`src/rtl/sdram_arb2.sv`:
```
// ============================================================================
// sdram_arb2
// ----------------------------------------------------------------------------
// Two-master WISHBONE arbiter in front of the single SDRAM controller port.
// Master 0 is the CPU path (address already translated by the EMS mapper),
// master 1 is the display/DMA path. The grant is registered and held for the
// owner's whole bus cycle (cyc high); the owner's signals are muxed onto the
// slave port combinationally. A watchdog terminates a transfer whose strobe
// has waited `timeout` cycles without an ack, so a dead slave cannot hang the
// bus.
//
// Build option:
//   SDRAM_ARB_M1_PRIO_EN  defined   -> master 1 always wins simultaneous
//                                      requests from IDLE (display refill).
//                         undefined -> round-robin using the `last` register.
//
// Parameters:
//   timeout   cycles an owner's stb may wait for s_ack_i (1..255)
//
// Ports:
//   wb_clk, wb_rst            clock, asynchronous active-high reset
//   m0_* / m1_*               master-side WISHBONE (adr/dat/sel/cyc/stb/we in,
//                             dat/ack out)
//   s_*_o                     slave-side WISHBONE request to the SDRAM ctrl
//   s_dat_i, s_ack_i          slave read data and acknowledge
//   tmo_o                     one-cycle pulse when the watchdog fires
// ============================================================================
module sdram_arb2 #(
    parameter int unsigned timeout = 255
) (
    input  logic        wb_clk,
    input  logic        wb_rst,

    // master 0 (CPU)
    input  logic [31:0] m0_adr_i,
    input  logic [15:0] m0_dat_i,
    input  logic [1:0]  m0_sel_i,
    input  logic        m0_cyc_i,
    input  logic        m0_stb_i,
    input  logic        m0_we_i,
    output logic [15:0] m0_dat_o,
    output logic        m0_ack_o,

    // master 1 (display / DMA)
    input  logic [31:0] m1_adr_i,
    input  logic [15:0] m1_dat_i,
    input  logic [1:0]  m1_sel_i,
    input  logic        m1_cyc_i,
    input  logic        m1_stb_i,
    input  logic        m1_we_i,
    output logic [15:0] m1_dat_o,
    output logic        m1_ack_o,

    // SDRAM slave
    output logic [31:0] s_adr_o,
    output logic [15:0] s_dat_o,
    output logic [1:0]  s_sel_o,
    output logic        s_cyc_o,
    output logic        s_stb_o,
    output logic        s_we_o,
    input  logic [15:0] s_dat_i,
    input  logic        s_ack_i,

    // watchdog
    output logic        tmo_o
);

    // Watchdog compare value; the counter is 8 bits wide, so timeout must
    // stay within 1..255.
    localparam logic [7:0] TimeoutCnt = 8'(timeout);

    // Data returned to the owner when the watchdog terminates its transfer.
    localparam logic [15:0] TmoData = 16'hFFFF;

    typedef enum logic [1:0] {
        StIdle = 2'd0,
        StOwn0 = 2'd1,
        StOwn1 = 2'd2
    } state_e;

    state_e      state_q, state_d;
    logic        last_q, last_d;   // most recent owner (0 or 1)
    logic [7:0]  cnt_q, cnt_d;     // watchdog wait counter

    logic        own0;
    logic        own1;
    logic        owned;
    logic        own_stb;          // strobe of the current owner
    logic        at_limit;
    logic        force_tmo;        // watchdog terminates this cycle
    logic        win1;             // master 1 wins a simultaneous request

    // ------------------------------------------------------------------------
    // State registers
    // ------------------------------------------------------------------------
    always_ff @(posedge wb_clk or posedge wb_rst) begin
        if (wb_rst) begin
            state_q <= StIdle;
            last_q  <= 1'b1;
            cnt_q   <= 8'd0;
        end else begin
            state_q <= state_d;
            last_q  <= last_d;
            cnt_q   <= cnt_d;
        end
    end

    // ------------------------------------------------------------------------
    // Ownership decode and watchdog condition
    // ------------------------------------------------------------------------
    always_comb begin
        own0    = (state_q == StOwn0);
        own1    = (state_q == StOwn1);
        owned   = own0 | own1;
        own_stb = (own0 & m0_stb_i) | (own1 & m1_stb_i);

        at_limit = owned && own_stb && (cnt_q == TimeoutCnt);
        // A real ack in the forcing cycle wins: normal data, no pulse.
        force_tmo = at_limit && !s_ack_i;
    end

    // Tie-break for simultaneous requests from IDLE.
`ifdef SDRAM_ARB_M1_PRIO_EN
    assign win1 = 1'b1;
`else
    assign win1 = ~last_q;
`endif

    // ------------------------------------------------------------------------
    // Next-state: grant only from IDLE, release on the owner's cyc low
    // ------------------------------------------------------------------------
    always_comb begin
        state_d = state_q;
        last_d  = last_q;

        case (state_q)
            StIdle: begin
                if (m0_cyc_i && m1_cyc_i) begin
                    if (win1) begin
                        state_d = StOwn1;
                        last_d  = 1'b1;
                    end else begin
                        state_d = StOwn0;
                        last_d  = 1'b0;
                    end
                end else if (m0_cyc_i) begin
                    state_d = StOwn0;
                    last_d  = 1'b0;
                end else if (m1_cyc_i) begin
                    state_d = StOwn1;
                    last_d  = 1'b1;
                end
            end

            StOwn0: begin
                if (!m0_cyc_i) begin
                    state_d = StIdle;
                end
            end

            StOwn1: begin
                if (!m1_cyc_i) begin
                    state_d = StIdle;
                end
            end

            default: begin
                state_d = StIdle;
            end
        endcase
    end

    // ------------------------------------------------------------------------
    // Watchdog counter: counts only while the owner strobes without an ack
    // ------------------------------------------------------------------------
    always_comb begin
        cnt_d = cnt_q + 8'd1;
        if (!owned || !own_stb || s_ack_i || force_tmo) begin
            cnt_d = 8'd0;
        end
    end

    // ------------------------------------------------------------------------
    // Slave-side mux and master-side returns
    // ------------------------------------------------------------------------
    always_comb begin
        s_adr_o  = 32'd0;
        s_dat_o  = 16'd0;
        s_sel_o  = 2'd0;
        s_cyc_o  = 1'b0;
        s_stb_o  = 1'b0;
        s_we_o   = 1'b0;
        m0_ack_o = 1'b0;
        m1_ack_o = 1'b0;
        tmo_o    = force_tmo;

        // Read data is broadcast; ack alone qualifies it. Reset blanks it so
        // every output reads zero while wb_rst is held.
        m0_dat_o = wb_rst ? 16'd0 : s_dat_i;
        m1_dat_o = wb_rst ? 16'd0 : s_dat_i;

        if (own0) begin
            s_adr_o  = m0_adr_i;
            s_dat_o  = m0_dat_i;
            s_sel_o  = m0_sel_i;
            s_cyc_o  = m0_cyc_i;
            s_stb_o  = m0_stb_i & ~force_tmo;
            s_we_o   = m0_we_i;
            m0_ack_o = s_ack_i | force_tmo;
            if (force_tmo) begin
                m0_dat_o = TmoData;
            end
        end else if (own1) begin
            s_adr_o  = m1_adr_i;
            s_dat_o  = m1_dat_i;
            s_sel_o  = m1_sel_i;
            s_cyc_o  = m1_cyc_i;
            s_stb_o  = m1_stb_i & ~force_tmo;
            s_we_o   = m1_we_i;
            m1_ack_o = s_ack_i | force_tmo;
            if (force_tmo) begin
                m1_dat_o = TmoData;
            end
        end
    end

endmodule

```
`config.mk`:
```
export PLATFORM = sky130hd
export DESIGN_NAME = sdram_arb2
export DESIGN_NICKNAME = d
export VERILOG_FILES = /design/src/rtl/sdram_arb2.sv
export SDC_FILE = /design/constraint.sdc
export NUM_CORES = 1
export LEC_CHECK = 0
export CAP_MARGIN = 30
export CELL_PAD_IN_SITES_DETAIL_PLACEMENT = 1
export CELL_PAD_IN_SITES_GLOBAL_PLACEMENT = 1
export CORE_MARGIN = 5
export CORE_UTILIZATION = 16
export CTS_CLUSTER_DIAMETER = 200
export DETAILED_ROUTE_END_ITERATION = 6
export PLACE_DENSITY = 0.95
export REMOVE_ABC_BUFFERS = 1
export SYNTH_ARGS = -nofsm -noshare
export SYNTH_HDL_FRONTEND = slang
export SYNTH_SLANG_ARGS = --single-unit
```
`constraint.sdc`:
```
create_clock -name wb_clk -period 3.6 [get_ports wb_clk]
set_input_delay 0.72 -clock wb_clk [delete_from_list [all_inputs] [get_ports wb_clk]]
set_output_delay 0.72 -clock wb_clk [all_outputs]
set_load 0.05 [all_outputs]
```
==> metrics.yaml, run 1 <==
outcome:
  status: "completed"
floorplanning:
  die_area_um2: 12400
  row_count: 37
  core_area_um2: 10200
  ios: 213
  die_x_um: 111
  die_y_um: 111
  initial_core_util_pct: 16.1
setup_path:
  endpoint: "s_adr_o[2]"
  worstPathArrival_ns: 2.61
  critPathLaunch: "state_q[1]$_DFFE_PP0P_"
  worst_r2r_endpoint: "state_q[1]$_DFFE_PP0P_"
  r2r_start: "state_q[1]$_DFFE_PP0P_"
  start_kind: "flop"
  reg2reg_depth: 7
  r2r_slack_ns: 1.62
  cp-end-kind: "output port"
  crit_type: "reg -> out"
  crit_required_ns: 2.88
  critPathMaxFanout: 59
route:
  firstDrtPassIters: 4
  top_layer: "met4"
  drc: 0
  wl_per_cell_um: 16.5
  viasPerCell: 4.55
  wl_met3_mm: 1.04
  wl_met2_mm: 5.20
  wl_met1_mm: 3.96
  totalWireLength_mm: 10.4
  drt_iter0_drc: 116
  vias: 2869
  antenna_left: 0
power_and_ir_drop:
  ir_worst_vdd_mv: 0.349
  p_leak_nw: 1.59
  power_density_nw_per_um2: 593
sta:
  clock.fmax_mhz: 301
  final-setup-viol-count: 0
  maxSlewViolCount: 0
  finalCriticalPeriod_ns: 3.33
  fin_hold_ws_ns: 0.476
  clock_skew_ns: 0.00186
  hold_viol_final: 0
  finalCritPeriodShare_pct: 92.4
  worst_slew_pin_slew_ns: 0.540
  rsz0062_at_grt: "no"
  relSlewSlack_pct: 63.9
  finalWorstSetupSlack_ns: 0.275
synth:
  synth_area_leaders: "nand2_1 (27%), o21ai_0 (17%), dfrtp_1 (15%)"
  avgSynthCellArea_um2: 5.60
  ys_seq_area_share_pct: 16.8
  synthCells: 293
  synth-main-ff-cell: "dfrtp_1"
  syn_area_um2: 1640
  yosysWarnings: 0
  yosysTopAreaCell: "nand2_1"
  synth_edf_count: 0
  synth_cell_types: 31
  synthArstFlopShare_pct: 100
  synth-seq-cells: 11
  synth_top_area_share_pct: 27.0
final_layout:
  final_cell_mix: "clkdlybuf4s50_1 (171), nand2_1 (118), o21ai_0 (56), buf_12 (42), o21ai_1 (29)"
  final_common_cell: "clkdlybuf4s50_1"
  drive_gt1_share_pct: 12.1
  final_nets: 624
  area_growth_pct: 165
  multi_input_area_um2: 1220
  regArea_um2: 277
  fillers: 1231
  diodes: 0
grt:
  grt_pass1_wl_mm: 16.7
  grt_max_degree: 60
  grt_pass1_vias: 3244
  grt.total_usage_pct: 16.0
  overflow: 0
  antenna_found_initial: 0
clock_tree:
  insertion_delay_ns: 0.24
  cts_sinks: 11
  post_cts_resized: 0
  clk_path_buf_depth: 2
  cts_setup_buffers: 0
  clk_pin_slew_ns: 0.05
  cts_root_buffer: "clkbuf_8"
  cts_tree: "done"
  cts_hold_buf: 0
  cts_buffers: 3
  htree_levels: 1
placement:
  routabilityCongestion: 0.810
  dpl.hpwl_mm: 8.95
  portBuffers: 212
  pre_cts_slack_ns: 0.374
flow_run:
  drv_cap: 0
min_path:
  min_path_type: "reg -> reg"
  hold_start: "cnt_q[0]$_DFF_PP0_"
[per-stage QoR]
stage               power (W)  util, %  instance area, µm²  cells  setup TNS, ns
floorplan             0.00149        -                1510    267         -48.35
global placement      0.00242     42.3                4310    626              0
detailed placement    0.00248     42.3                4310    626              0
CTS                   0.00261     42.8                4350    630              0
global route          0.00273     42.8                4350    630              0
finish                0.00258     42.8                4350    630              0
[Yosys cell counts, types with 2 or more instances]
library cell,n
nor2_1,2
inv_1,4
o21ai_1,29
clkbuf_1,12
buf_1,4
nor2b_1,2
or3_1,3
a22o_1,8
a31oi_1,2
dfrtp_1,10
xor2_1,2
buf_2,6
nand2_1,118
buf_6,4
nand3_1,7
ha_1,4
nand4_1,2
o21ai_0,56
nor3_1,3
a21oi_1,4
[cell families (layout without fill, tap and decap cells)]
logic type      after synthesis  in the layout  share of synthesized area [%]
compound gates              103            103                           34.1
simple gates                141            141                           35.1
xor+xnor                      3              3                           1.60
flops                        11             11                           16.8
fa+ha+maj                     4              4                           3.05
buf+inv                      31            232                           9.37
[per-layer routing]
metal / global-route usage [%] / up-vias
li1: - / 1395
met1: 18.1 / 1309
met2: 29.4 / 153
met3: 5.29 / 12
met4: 3.00 / 0
met5: 0 / -
[worst min path at each step]
stage / cells past startpoint / end
after global routing: 1 / cnt_q[0]$_DFF_PP0_
after detailed placement: 1 / cnt_q[0]$_DFF_PP0_
final: 1 / cnt_q[0]$_DFF_PP0_
after global placement: 1 / cnt_q[0]$_DFF_PP0_
after CTS: 1 / cnt_q[0]$_DFF_PP0_
after floorplan: 1 / cnt_q[0]$_DFF_PP0_
[cell type report]
cell class / instances / share of cell area, %
multi-input combinational: 251 / 27.9
inverter: 5 / 0.431
clock buffer: 4 / 1.03
timing repair buffer: 223 / 60.3
tap: 136 / 3.91
sequential: 11 / 6.35
[sequential cells by signal, indices dropped and copies added (netlist names)]
signal,cells
cnt_q,8
state_q,2
last_q,1
[power breakdown]
group / switching, W / leakage, nW / internal, W
sequential: 0.0000127 / 0.148 / 0.000145
combinational: 0.00148 / 1.42 / 0.000826
clock: 0.0000461 / 0.0228 / 0.0000777
total: 0.00153 / 1.59 / 0.00105
[critical path, cell delays in order, from the launching register on]
cell             delay (ns)
dfrtp_1                0.38
inv_1                  0.10
ha_2                   0.52
buf_12                 0.29
nand2_1                0.08
o21ai_0                0.11
clkdlybuf4s50_1        0.87
No activity file was read; power rests on OpenSTA's default activity.
==> run 2, diff against run 1 <==
--- a/config.mk
+++ b/config.mk
@@ -10,6 +10,7 @@
 export CELL_PAD_IN_SITES_GLOBAL_PLACEMENT = 1
 export CORE_MARGIN = 5
 export CORE_UTILIZATION = 16
+export CTS_BUF_LIST = sky130_fd_sc_hd__clkbuf_8
 export CTS_CLUSTER_DIAMETER = 200
 export DETAILED_ROUTE_END_ITERATION = 6
 export PLACE_DENSITY = 0.95
==> metrics.yaml, run 2 (synthesis results as in run 1) <==
outcome:
  status: "completed"
min_path:
  min_path_type: "reg -> reg"
route:
  vias: 2869
  totalWireLength_mm: 10.4
  drc: 0
  firstDrtPassIters: 4
  wl_per_cell_um: 16.5
  viasPerCell: 4.55
  antenna_left: 0
  drt_iter0_drc: 116
sta:
  fin_hold_ws_ns: 0.476
  final-setup-viol-count: 0
  maxSlewViolCount: 0
  hold_viol_final: 0
  clock.fmax_mhz: 301
  finalCritPeriodShare_pct: 92.4
  relSlewSlack_pct: 63.9
  worst_slew_pin_slew_ns: 0.540
  finalCriticalPeriod_ns: 3.33
  clock_skew_ns: 0.00171
  rsz0062_at_grt: "no"
power_and_ir_drop:
  total_power_w: 0.00258
  ir_worst_vdd_mv: 0.349
  power_density_nw_per_um2: 593
  p_leak_nw: 1.60
grt:
  overflow: 0
  antenna_found_initial: 0
  grt_pass1_wl_mm: 16.7
  grt_max_degree: 60
  grt.total_usage_pct: 16.0
  grt_pass1_vias: 3244
setup_path:
  cpLargestDelayFamily: "buffers and inverters"
  crit_type: "reg -> out"
  worstPathArrival_ns: 2.61
  crit_buf_inv: 3
  crit_required_ns: 2.88
  cp-end-kind: "output port"
  max_stage_delay_ns: 0.87
  slowest_stage: "clkdlybuf4s50_1"
  start_kind: "flop"
  critPathMaxFanout: 59
  worstPathCellList: "inv_1, ha_2, buf_12, nand2_1, o21ai_0, clkdlybuf4s50_1"
floorplanning:
  die_x_um: 111
  row_count: 37
  ios: 213
  core_area_um2: 10200
  die_y_um: 111
  initial_core_util_pct: 16.1
  die_area_um2: 12400
final_layout:
  final_cell_mix: "clkdlybuf4s50_1 (171), nand2_1 (118), o21ai_0 (56), buf_12 (42), o21ai_1 (29)"
  fin_cells: 630
  regMostFlops: "cnt_q"
  diodes: 0
  final_nets: 624
  final_common_cell: "clkdlybuf4s50_1"
  regArea_um2: 277
  largestRegisters: "cnt_q x8, state_q x2, last_q x1"
  area_growth_pct: 165
  multi_input_area_um2: 1220
  drive_gt1_share_pct: 12.1
  largest_register_ffs: 8
  final_util_pct: 42.8
  fillers: 1231
clock_tree:
  post_cts_resized: 0
  clk_path_buf_depth: 2
  cts_hold_buf: 0
  cts_tree: "done"
  cts_root_buffer: "clkbuf_8"
  cts_buffers: 3
  insertion_delay_ns: 0.24
  htree_levels: 1
  cts_sinks: 11
  cts_setup_buffers: 0
  clk_pin_slew_ns: 0.05
placement:
  placed_cells: 626
  portBuffers: 212
  dpl.hpwl_mm: 8.95
  routabilityCongestion: 0.810
flow_run:
  drv_cap: 0
run 2: changes by cell type in the layout (fill, tap and decap cells not counted):
cell,previous run,this run
clkbuf_1,1,0
inv_1,4,5
run 2: layout make-up:
type | count | share of cell area (%)
clock buffer | 3 | 0.948
clock inverter | 1 | 0.0862
inverter | 5 | 0.431
multi-input combinational | 251 | 27.9
sequential | 11 | 6.35
tap | 136 | 3.91
timing repair buffer | 223 | 60.3
run 2: stage by stage:
stage	TNS, ns	worst slack, ns	area (µm²)
detailed placement	0	0.374	4310
finish	0	0.274	4350
floorplan	-48.35	-1.39	1510
CTS	0	0.224	4350
global route	0	0.0694	4350
global placement	0	0.431	4310
run 2: final timing paths:
kind	from	end	slack (ns)	depth (start not counted)
max	state_q[1]$_DFFE_PP0P_	s_adr_o[2]	0.27	6
min	cnt_q[0]$_DFF_PP0_	cnt_q[0]$_DFF_PP0_	0.48	1
max reg2reg	state_q[1]$_DFFE_PP0P_	state_q[1]$_DFFE_PP0P_	1.62	7
min reg2reg	cnt_q[0]$_DFF_PP0_	cnt_q[0]$_DFF_PP0_	0.48	1
max in group asynchronous	wb_rst	last_q$_DFFE_PP1P_	2.28	3
min in group asynchronous	wb_rst	cnt_q[0]$_DFF_PP0_	1.09	3
run 2: power by group:
part | switching, W | total (W) | internal, W | leakage (nW)
Sequential | 0.0000127 | 0.000158 | 0.000145 | 0.148
Combinational | 0.00148 | 0.00230 | 0.000826 | 1.42
Clock | 0.0000462 | 0.000121 | 0.0000748 | 0.0269
Total | 0.00153 | 0.00258 | 0.00105 | 1.60
run 2: per-layer routing:
layer	part of all wire, %	wire length [µm]	up-vias	GRT usage, %
met4	1.8	192	0	3.00
met2	50	5200	153	29.4
met1	38	3960	1309	18.1
met3	10	1040	12	5.29
li1	-	-	1395	-
met5	0	0	-	0
